<file path="config.mk">
export PLATFORM = sky130hd
export DESIGN_NAME = gray_updown_counter_param
export DESIGN_NICKNAME = d
export VERILOG_FILES = /design/src/rtl/gray_cnt_pkg.sv /design/src/rtl/gray_cnt_nextstate.sv /design/src/rtl/gray_updown_counter_param.sv
export SDC_FILE = /design/constraint.sdc
export NUM_CORES = 1
export LEC_CHECK = 0
export ABC_AREA = 1
export BUFFER_PORTS_ARGS = -buffer_cell sky130_fd_sc_hd__buf_2
export CORE_ASPECT_RATIO = 1.2
export CORE_MARGIN = 2
export CORE_UTILIZATION = 40
export CTS_CLUSTER_SIZE = 30
export DETAILED_ROUTE_END_ITERATION = 7
export SYNTH_ARGS = -nofsm -noshare
export SYNTH_HDL_FRONTEND = slang
export SYNTH_HIERARCHICAL = 1
export SYNTH_SLANG_ARGS = --single-unit
</file>
<file path="constraint.sdc">
create_clock -name clk -period 1.7 [get_ports clk]
set_input_delay 0.085 -clock clk [delete_from_list [all_inputs] [get_ports clk]]
set_output_delay 0.085 -clock clk [all_outputs]
set_load 0.03 [all_outputs]
</file>
<file path="src/rtl/gray_cnt_pkg.sv">
// ============================================================================
// gray_cnt_pkg : shared types and Gray conversion helpers for the counter
// Revision     : 1.0
// ============================================================================
`default_nettype none

package gray_cnt_pkg;

  localparam int unsigned GC_W = 32;

  typedef enum logic [1:0] {
    GC_HOLD = 2'd0,
    GC_UP   = 2'd1,
    GC_DOWN = 2'd2,
    GC_LOAD = 2'd3
  } gc_op_e;

  typedef struct packed {
    logic at_max;
    logic at_min;
    logic wrap;
    logic sat_hit;
  } gc_flags_t;

  function automatic int unsigned gc_max_for(input int unsigned w);
    return (w >= 32) ? 32'hFFFF_FFFF : ((32'd1 << w) - 32'd1);
  endfunction

  function automatic logic [GC_W-1:0] bin2gray(input logic [GC_W-1:0] b);
    return b ^ (b >> 1);
  endfunction

  function automatic logic [GC_W-1:0] gray2bin(input logic [GC_W-1:0] g);
    logic [GC_W-1:0] b;
    b[GC_W-1] = g[GC_W-1];
    for (int i = GC_W - 2; i >= 0; i--) begin
      b[i] = b[i+1] ^ g[i];
    end
    return b;
  endfunction

endpackage

`default_nettype wire

</file>
<file path="src/rtl/gray_cnt_nextstate.sv">
// ============================================================================
// gray_cnt_nextstate : next binary count plus boundary/event flag decode
// Revision           : 1.0
// ============================================================================
`default_nettype none

module gray_cnt_nextstate
  import gray_cnt_pkg::*;
#(
  parameter int unsigned WIDTH   = 3,
  parameter int unsigned MAX_VAL = gc_max_for(WIDTH)
) (
  input  logic [WIDTH-1:0] cnt_i,
  input  logic             en_i,
  input  logic             up_down_i,
  input  logic             sat_mode_i,
  input  logic             load_i,
  input  logic [WIDTH-1:0] load_val_i,
  output logic [WIDTH-1:0] nxt_o,
  output gc_flags_t        flags_o
);

  localparam logic [WIDTH-1:0] MAX_W = WIDTH'(MAX_VAL);
  localparam logic [WIDTH-1:0] ONE_W = WIDTH'(1);

  gc_op_e           w_op;
  logic [WIDTH-1:0] w_load_clamped;

  // Clamp logic only exists when the range is narrower than the register.
  if (MAX_VAL < gc_max_for(WIDTH)) begin : g_clamp
    assign w_load_clamped = (load_val_i > MAX_W) ? MAX_W : load_val_i;
  end else begin : g_noclamp
    assign w_load_clamped = load_val_i;
  end

  always_comb begin
    if (load_i) begin
      w_op = GC_LOAD;
    end else if (!en_i) begin
      w_op = GC_HOLD;
    end else if (up_down_i) begin
      w_op = GC_UP;
    end else begin
      w_op = GC_DOWN;
    end
  end

  always_comb begin
    nxt_o           = cnt_i;
    flags_o.wrap    = 1'b0;
    flags_o.sat_hit = 1'b0;
    case (w_op)
      GC_LOAD: nxt_o = w_load_clamped;
      GC_UP: begin
        if (cnt_i < MAX_W) begin
          nxt_o = cnt_i + ONE_W;
        end else if (sat_mode_i) begin
          flags_o.sat_hit = 1'b1;
        end else begin
          nxt_o        = '0;
          flags_o.wrap = 1'b1;
        end
      end
      GC_DOWN: begin
        if (cnt_i != '0) begin
          nxt_o = cnt_i - ONE_W;
        end else if (sat_mode_i) begin
          flags_o.sat_hit = 1'b1;
        end else begin
          nxt_o        = MAX_W;
          flags_o.wrap = 1'b1;
        end
      end
      default: nxt_o = cnt_i;
    endcase
    flags_o.at_max = (nxt_o == MAX_W);
    flags_o.at_min = (nxt_o == '0);
  end

endmodule

`default_nettype wire

</file>
<file path="src/rtl/gray_updown_counter_param.sv">
// ============================================================================
// gray_updown_counter_param : Gray up/down counter with load, wrap/saturate
// Revision                  : 1.0
// ============================================================================
`default_nettype none

module gray_updown_counter_param
  import gray_cnt_pkg::*;
#(
  parameter int unsigned WIDTH     = 3,
  parameter int unsigned MAX_VAL   = gc_max_for(WIDTH),
  parameter int unsigned RESET_VAL = 0
) (
  input  logic             clk,
  input  logic             rst_n,
  input  logic             en,
  input  logic             up_down,
  input  logic             sat_mode,
  input  logic             load,
  input  logic [WIDTH-1:0] load_val,
  output logic [WIDTH-1:0] count_gray,
  output logic [WIDTH-1:0] count_bin,
  output logic             at_max,
  output logic             at_min,
  output logic             wrap,
  output logic             sat_hit
);

  localparam logic [WIDTH-1:0] MAX_W    = WIDTH'(MAX_VAL);
  localparam logic [WIDTH-1:0] RST_BIN  = WIDTH'(RESET_VAL);
  localparam logic [WIDTH-1:0] RST_GRAY = WIDTH'(bin2gray(RESET_VAL));
  localparam logic             RST_MAX  = (RST_BIN == MAX_W);
  localparam logic             RST_MIN  = (RST_BIN == '0);

  logic [WIDTH-1:0] count_bin_d;
  logic [WIDTH-1:0] count_gray_d;
  gc_flags_t        flags_d;

  logic [WIDTH-1:0] count_bin_q;
  logic [WIDTH-1:0] count_gray_q;
  logic             at_max_q;
  logic             at_min_q;
  logic             wrap_q;
  logic             sat_hit_q;

  gray_cnt_nextstate #(
    .WIDTH   (WIDTH),
    .MAX_VAL (MAX_VAL)
  ) u_nextstate (
    .cnt_i      (count_bin_q),
    .en_i       (en),
    .up_down_i  (up_down),
    .sat_mode_i (sat_mode),
    .load_i     (load),
    .load_val_i (load_val),
    .nxt_o      (count_bin_d),
    .flags_o    (flags_d)
  );

  // Gray is derived from the next binary value so both registers agree.
  assign count_gray_d = WIDTH'(bin2gray(GC_W'(count_bin_d)));

  always_ff @(posedge clk) begin
    if (!rst_n) begin
      count_bin_q  <= RST_BIN;
      count_gray_q <= RST_GRAY;
      at_max_q     <= RST_MAX;
      at_min_q     <= RST_MIN;
      wrap_q       <= 1'b0;
      sat_hit_q    <= 1'b0;
    end else begin
      count_bin_q  <= count_bin_d;
      count_gray_q <= count_gray_d;
      at_max_q     <= flags_d.at_max;
      at_min_q     <= flags_d.at_min;
      wrap_q       <= flags_d.wrap;
      sat_hit_q    <= flags_d.sat_hit;
    end
  end

  assign count_bin  = count_bin_q;
  assign count_gray = count_gray_q;
  assign at_max     = at_max_q;
  assign at_min     = at_min_q;
  assign wrap       = wrap_q;
  assign sat_hit    = sat_hit_q;

endmodule

`default_nettype wire
</file>
==> reports/summary.md, run 1 <==
Counting stages on the worst path, the most repeated cell is sky130_fd_sc_hd__nand2_1. After detailed routing, the number of vias per cell comes to 4.54. The count of vias placed by the detailed router was 658.

Entering global routing, the biggest net connects 12 pins. Height of the die: 49.0 µm. In this design, the stage delay of the slowest critical-path cell is 0.31 ns. Detailed-route DRC error count: 0. The tools report the minimum setup slack after placement as 0.153 ns. The tools report the total of warnings raised by yosys as 6. Die area: 0.00204 mm². The top-area cell type share of the netlist area is 0.267. Setup violations remaining at the end of the flow were counted as 0. The critical path is of the register to register type. The highest fanout seen on the critical path works out to 5.

The commonest non-fill, non-tap cell in the layout is sky130_fd_sc_hd__nand2_1. Global routing usage summed across all routing layers: 0.153. The cell sitting at the root of the clock tree is a sky130_fd_sc_hd__clkbuf_4. The core region is 0.00160 mm². The tools report the peak supply drop as 0.000293 V. The layout cell share with drive strength beyond 1 was 0.268. The number of antenna violations at the first check in global routing is 0, and the final count of hold timing violations is 0. The count of buffers added on input and output ports is 18. For the register area share after synthesis, the log shows 0.267. The clock-pin slew on the worst setup and hold paths was 0.06 ns. Relative to the synthesized area, the layout overhead comes to 19.3%.

The tools report the register-to-register setup slack as 0.19 ns. Of all cell types, the one taking the most synthesized area is sky130_fd_sc_hd__dfxtp_1. The kind of cell with the highest combined delay along the critical path is simple AND/OR/NAND/NOR gates. The final layout contains routed wiring with a total length of 1370 µm.

The startpoint identified for the worst hold timing path is rst_n. Setup repair after global routing left no endpoint under its margin. The run gives 676 µm² as the synthesized area. The clock drives 9 sinks. The endpoint kind of the worst setup timing path was a register. The first-pass GRT wire length was 2460 µm. The number of nets in the layout is 144, and the half-perimeter wire length after placement is 1100 µm.

The length in cells of the worst reg-to-reg path was 12. Count of TritonRoute iterations in the first routing pass: 4. The path with the worst hold slack has its endpoint at at_min$_SDFF_PN1_. The max-capacitance violation count is 0.

The peak clock frequency supported by timing is 0.662 GHz, and the worst path setup slack after routing is 0.189 ns. Yosys mapped the design onto 20 distinct sky130hd cell types. Sorting the synthesized cells by area gives the leading types as sky130_fd_sc_hd__dfxtp_1 (27%), sky130_fd_sc_hd__nand2_1 (16%), sky130_fd_sc_hd__ha_1 (13%). The number of buffer and inverter stages on the critical path is 3, and the max-slew violation count is 0.

Counting every instance in the synthesized netlist gives 106. The flow ran to the end, and the final reports show no timing, DRC or antenna violations. The logs give 0.00473 ns for the final worst clock skew and 1.66 ns for the data arrival time of the worst path. The count of standard-cell rows is 16. For the detailed router's first-iteration violation count, the log shows 15. The total number of H-tree levels is 1.

The worst register-to-register path begins at count_bin[0]$_SDFF_PN0_. The tools report the initial core utilization as 0.422. The power density relative to cell area works out to 846 mW/mm². The class of the tightest hold or removal check was primary input to register.

The repair_antennas step left the layout with diodes totalling 0. The endpoint identified for the worst register-to-register timing path is count_gray[1]$_SDFF_PN0_. In this run the deepest clock path goes through 2 buffers.

When the netlist entered floorplanning its net count stood at 122. TritonCTS created 3 clock buffers. Global route total overflow: 0. In this run, synthesis produced a sequential element count of 9. The tools report the number of I/O pins as 19. The logs give 625 for the via count of the first global-routing pass and 0.891 for the placer congestion estimate.

Summed over all cells, the static leakage comes to 0.506 nW. The final period utilization was 0.889; the transition time of the tightest slew-check pin was 0.445 ns. In the layout the commonest cells are sky130_fd_sc_hd__nand2_1 (29), sky130_fd_sc_hd__inv_1 (22), sky130_fd_sc_hd__buf_2 (18), sky130_fd_sc_hd__dfxtp_1 (9), sky130_fd_sc_hd__nor2_1 (8). The worst slew margin relative to its limit was 0.703. The detailed-route wire length per cell is 9.41 µm, and the later-pin clock latency in the skew report is 0.26 ns. The worst path needs 1.51 ns of the cycle, external delays included. Setup total negative slack on the finished layout was measured at 0 ns. The floorplan step set the die width to 41.5 µm.

The count of nets left with antenna violations once routing finished came out at 0. TritonCTS built the clock tree. Along the worst hold path, the cell count comes to 2. The synthesized area per cell works out to 6.37 µm².

The critical path goes through buf_4, ha_1, nand2_1, inv_1, o21ai_1, nand3_1, nand2_1, nand2_2, inv_1, nand2_1, nand2_1, nor2_1. STA puts the critical path data required time at 1.85 ns. The kind of launch point of the worst setup path was a register. The critical-path cell with the highest stage delay is sky130_fd_sc_hd__dfxtp_1.
==> final cells by class <==
class | count | area (µm²)
clock buffer | 4 | 26.3
fill | 175 | 796
inverter | 24 | 92.6
multi-input combinational | 70 | 379
sequential | 9 | 180
tap | 18 | 22.5
timing repair buffer | 20 | 105
==> worst register-to-register path, stage by stage, from the launching register on <==
cell	delay, ns
sky130_fd_sc_hd__dfxtp_1	0.31
sky130_fd_sc_hd__buf_4	0.15
sky130_fd_sc_hd__ha_1	0.20
sky130_fd_sc_hd__nand2_1	0.06
sky130_fd_sc_hd__inv_1	0.04
sky130_fd_sc_hd__o21ai_1	0.13
sky130_fd_sc_hd__nand3_1	0.10
sky130_fd_sc_hd__nand2_1	0.10
sky130_fd_sc_hd__nand2_2	0.07
sky130_fd_sc_hd__inv_1	0.10
sky130_fd_sc_hd__nand2_1	0.06
sky130_fd_sc_hd__nand2_1	0.05
sky130_fd_sc_hd__nor2_1	0.03
==> sequential cells by signal, indices dropped and copies added, names as in the netlist <==
register	count
wrap	1
at_max	1
count_bin	3
at_min	1
sat_hit	1
count_gray	2
==> cells by family after synthesis <==
logic type | count (synthesis) | synth area share
flops | 9 | 0.267
buf+inv | 27 | 0.172
simple gates | 55 | 0.369
fa+ha+maj | 7 | 0.130
compound gates | 8 | 0.0629
==> per-stage QoR <==
step                      std cells   util  hold slack [ns]  power [W]  area, µm²
after global routing            145  0.503           0.0908   0.000738        806
after detailed placement        141  0.487            0.334   0.000522        779
after CTS                       145  0.503           0.0608   0.000690        806
final                           145  0.503           0.0693   0.000682        806
after floorplan                 106      -            0.240   0.000461        676
after global placement          141  0.487            0.331   0.000522        779
==> routing by layer <==
metal / track usage / share of wire / up-vias
li1: - / - / 357
met1: 0.172 / 0.45 / 268
met2: 0.263 / 0.45 / 27
met3: 0.0148 / 0.059 / 6
met4: 0.113 / 0.039 / 0
met5: 0 / 0 / -
==> where the power goes <==
part / internal [W] / leakage (nW) / switching [W] / total (W)
sequential: 0.000233 / 0.0743 / 0.0000141 / 0.000247
combinational: 0.0000919 / 0.417 / 0.000180 / 0.000272
clock: 0.0000903 / 0.0150 / 0.0000721 / 0.000162
==> synthesized netlist by cell type (all sizes together) <==
| cell | instances |
|---|---|
| a21oi | 5 |
| nand3 | 8 |
| nand4 | 1 |
| o21ai | 2 |
| buf | 3 |
| nor2 | 11 |
| o21bai | 1 |
| ha | 7 |
| inv | 24 |
| dfxtp | 9 |
| nand2 | 33 |
| nor3 | 2 |
==> what timing repair did <==
item | 4_1_cts | 5_1_grt
gates resized for setup | 0 | 1
setup buffers | 0 | 0
hold buffers | 0 | 0
endpoints found under the setup margin | 0 | 1
==> how the worst max path moves through the flow <==
stage | startpoint | slack (ns) | depth (start not counted) | to
2_1_floorplan | count_bin[0]$_SDFF_PN0_ | 0.03 | 12 | count_gray[1]$_SDFF_PN0_
3_3_place_gp | count_bin[0]$_SDFF_PN0_ | 0.15 | 12 | count_gray[1]$_SDFF_PN0_
3_5_place_dp | count_bin[0]$_SDFF_PN0_ | 0.15 | 12 | count_gray[1]$_SDFF_PN0_
4_1_cts | count_bin[0]$_SDFF_PN0_ | 0.14 | 12 | count_gray[1]$_SDFF_PN0_
5_1_grt | count_bin[2]$_SDFF_PN0_ | 0.04 | 9 | count_gray[1]$_SDFF_PN0_
6_report | count_bin[0]$_SDFF_PN0_ | 0.19 | 12 | count_gray[1]$_SDFF_PN0_
Power figures use the tool's default switching activity.
==> run 2: changes to the inputs <==
CORE_MARGIN = 5   (was 2)
CTS_BUF_LIST = sky130_fd_sc_hd__clkbuf_4   (was unset)
PLACE_DENSITY_LB_ADDON = 0.3   (was unset)
==> run 2 against run 1 <==
  * Critical path depth unchanged
  * Clock skew down 0.0011 ns
  * Final cell count unchanged
  * Critical path type unchanged
  * Largest cell class unchanged
  * Maximum frequency is 2.1% higher
  * Largest power group unchanged
==> reports/summary.md, run 2 (synthesis results as in run 1) <==
The most used cell along the critical path was sky130_fd_sc_hd__nand2_1 (unchanged). The tools report the standby leakage power as 0.509 nW (was 0.506 nW). The required time of the worst setup path was 1.85 ns (about the same); the detailed-route DRC error count was 0 (unchanged). For the die area, the log shows 0.00261 mm² (was 0.00204 mm²).

The flow ran to the end, and the final reports show no timing, DRC or antenna violations. The clock-pin slew on the worst setup and hold paths was 0.06 ns (about the same). The run gives 2 (unchanged) as the buffer depth of the longest clock path. The kind of launch point of the worst setup path was a register (unchanged). The number of nets in the layout came out at 144 (unchanged). The total wirelength of the detailed-routed design was 1340 µm (was 1370 µm).

The count of TritonRoute iterations in the first routing pass is 4 (unchanged). The run gives 0 (unchanged) as the final count of hold timing violations. The logs give 0.25 ns (was 0.26 ns) for the later-pin clock latency in the skew report and 0 (unchanged) for the global route total overflow. The final period utilization came out at 0.871 (was 0.889). Setup repair after global routing left no endpoint under its margin. Remaining antenna violation count after routing: 0 (unchanged).

The length in cells of the worst reg-to-reg path is 12 (unchanged), and the number of I/O pins is 19 (unchanged). The floorplan core area was 0.00162 mm² (was 0.00160 mm²); the peak supply drop was 0.000435 V (was 0.000293 V). The class of the tightest hold or removal check was primary input to register (unchanged). The type of the worst setup path is register to register (unchanged). The worst slew margin relative to its limit is 0.706 (was 0.703), and the height of the die is 55.0 µm (was 49.0 µm). The power density relative to cell area is 854 mW/mm² (was 846 mW/mm²), and the number of gates resized after CTS is 0 (unchanged). The number of flip-flops under the largest register name came out at 3 (unchanged).

The count of vias placed by the detailed router came out at 653 (was 658). Cell chain of the critical path: buf_4, ha_1, nand2_1, inv_1, o21ai_0, nand3_1, nand2_1, nand2_2, inv_1, nand2_1, nand2_1, nor2_1 (was buf_4, ha_1, nand2_1, inv_1, o21ai_1, nand3_1, nand2_1, nand2_2, inv_1, nand2_1, nand2_1, nor2_1). The run gives 0 (unchanged) as the count of endpoints failing setup in the final report. The tools report the count of hold buffers inserted by post-cts repair as 0 (unchanged).

The delay of the slowest cell on the worst path came out at 0.32 ns (was 0.31 ns). The commonest non-fill, non-tap cell in the layout is sky130_fd_sc_hd__nand2_1 (unchanged). The number of fillers in the final layout is 165 (was 175), and the number of cells on the worst hold path is 2 (unchanged). Commonest cells after routing, fill and taps aside: sky130_fd_sc_hd__nand2_1 (29), sky130_fd_sc_hd__inv_1 (22), sky130_fd_sc_hd__buf_2 (18), sky130_fd_sc_hd__dfxtp_1 (9), sky130_fd_sc_hd__nor2_1 (8) (unchanged). The run gives 4 (was 15) as the detailed router's first-iteration violation count.

The routed via count divided by cell count came out at 4.50 (was 4.54). The logs give 1.63 ns (was 1.66 ns) for the data arrival time of the worst path and 3 (unchanged) for the TritonCTS buffer count. The area growth from synthesis to layout is 19.8% (was 19.3%).

Max-capacitance violation count: 0 (unchanged). The via count of the first global-routing pass was 562 (was 625). Die width: 47.5 µm (was 41.5 µm). The tools report the half-perimeter wire length after placement as 1120 µm (was 1100 µm).

The final period demand of the worst path came out at 1.48 ns (was 1.51 ns). TritonCTS built the clock tree. The register-to-register setup slack is 0.22 ns (was 0.19 ns), and the count of buffers inserted at the top-level ports is 18 (unchanged). The CTS root buffer is sky130_fd_sc_hd__clkbuf_4 (unchanged).

The run gives 0.789 (was 0.891) as the placer congestion estimate. The first-pass GRT wire length is 2280 µm (was 2460 µm), and the detailed-route wire length per cell is 9.23 µm (was 9.41 µm). The highest fanout seen on the critical path came out at 5 (unchanged). The final-layout setup total negative slack is 0 ns (unchanged). The logs give 0 (unchanged) for the max-slew violation count and 0 (unchanged) for the buffers inserted during post-CTS setup optimization. For the count of standard-cell rows, the log shows 16 (unchanged). The number of antenna violations at the first check in global routing was 0 (unchanged). The pin count of the biggest net entering global routing was 12 (unchanged). Worst hold slack: 0.0704 ns (was 0.0693 ns).

The layout cell share with drive strength beyond 1 is 0.276 (was 0.268), and the global routing usage summed across all routing layers is 0.121 (was 0.153). For the antenna diode count, the log shows 0 (unchanged). The run gives 0.000691 W (was 0.000682 W) as the total power. For the final worst clock skew, the log shows 0.00365 ns (was 0.00473 ns). The logs give 1 (unchanged) for the total number of H-tree levels and 0.417 (was 0.422) for the initial core utilization. The peak clock frequency supported by timing was 0.675 GHz (was 0.662 GHz). The critical-path cell with the highest stage delay was sky130_fd_sc_hd__dfxtp_1 (unchanged). The endpoint kind of the worst setup timing path was a register (unchanged). Worst path setup slack after routing: 0.219 ns (was 0.189 ns). The transition time of the tightest slew-check pin came out at 0.441 ns (was 0.445 ns).

For the number of sinks on the clock net, the log shows 9 (unchanged). The minimum setup slack after placement came out at 0.209 ns (was 0.153 ns).
[run 2: cell counts in the layout (fill, tap and decap cells not counted)]
No cell type changed its count.
[run 2: critical path, delay by kind of cell, from the launching register on]
family	cells	cell delay [ns]
AOI/OAI and AO/OA	1	0.14
adders and majority gates	1	0.21
buffers and inverters	3	0.28
DFF	1	0.32
and+or+nand+nor	7	0.45
[run 2: routing by layer]
metal | GRT usage | vias to the layer above | wire length [µm]
li1 | - | 357 | -
met1 | 0.164 | 277 | 609
met2 | 0.185 | 17 | 620
met3 | 0.0291 | 2 | 92
met4 | 0.0415 | 0 | 14
met5 | 0 | - | 0
[run 2: worst paths after layout]
kind | startpoint | endpoint
worst max-delay path | count_bin[0]$_SDFF_PN0_ | count_gray[1]$_SDFF_PN0_
worst min-delay path | rst_n | at_min$_SDFF_PN1_
worst max register to register | count_bin[0]$_SDFF_PN0_ | count_gray[1]$_SDFF_PN0_
worst min register to register | count_bin[1]$_SDFF_PN0_ | at_min$_SDFF_PN1_
[run 2: power by group]
part	switching, W	internal, W
Combinational	0.000177	0.0000913
Sequential	0.0000151	0.000233
Clock	0.0000693	0.000106
Total	0.000261	0.000430
[run 2: cell type report]
cell class	count	area, µm²	share of cell area
Clock buffer	4	30.0	0.0371
Inverter	24	92.6	0.114
Multi-Input combinational cell	70	379	0.468
Sequential cell	9	180	0.223
Tap cell	18	22.5	0.0278
Timing Repair Buffer	20	105	0.130
[run 2: through the flow]
stage          std cells  area (µm²)   util
6_report             145         810  0.499
5_1_grt              145         810  0.499
4_1_cts              145         810  0.499
3_5_place_dp         141         779  0.481
3_3_place_gp         141         779  0.481
2_1_floorplan        106         676      -
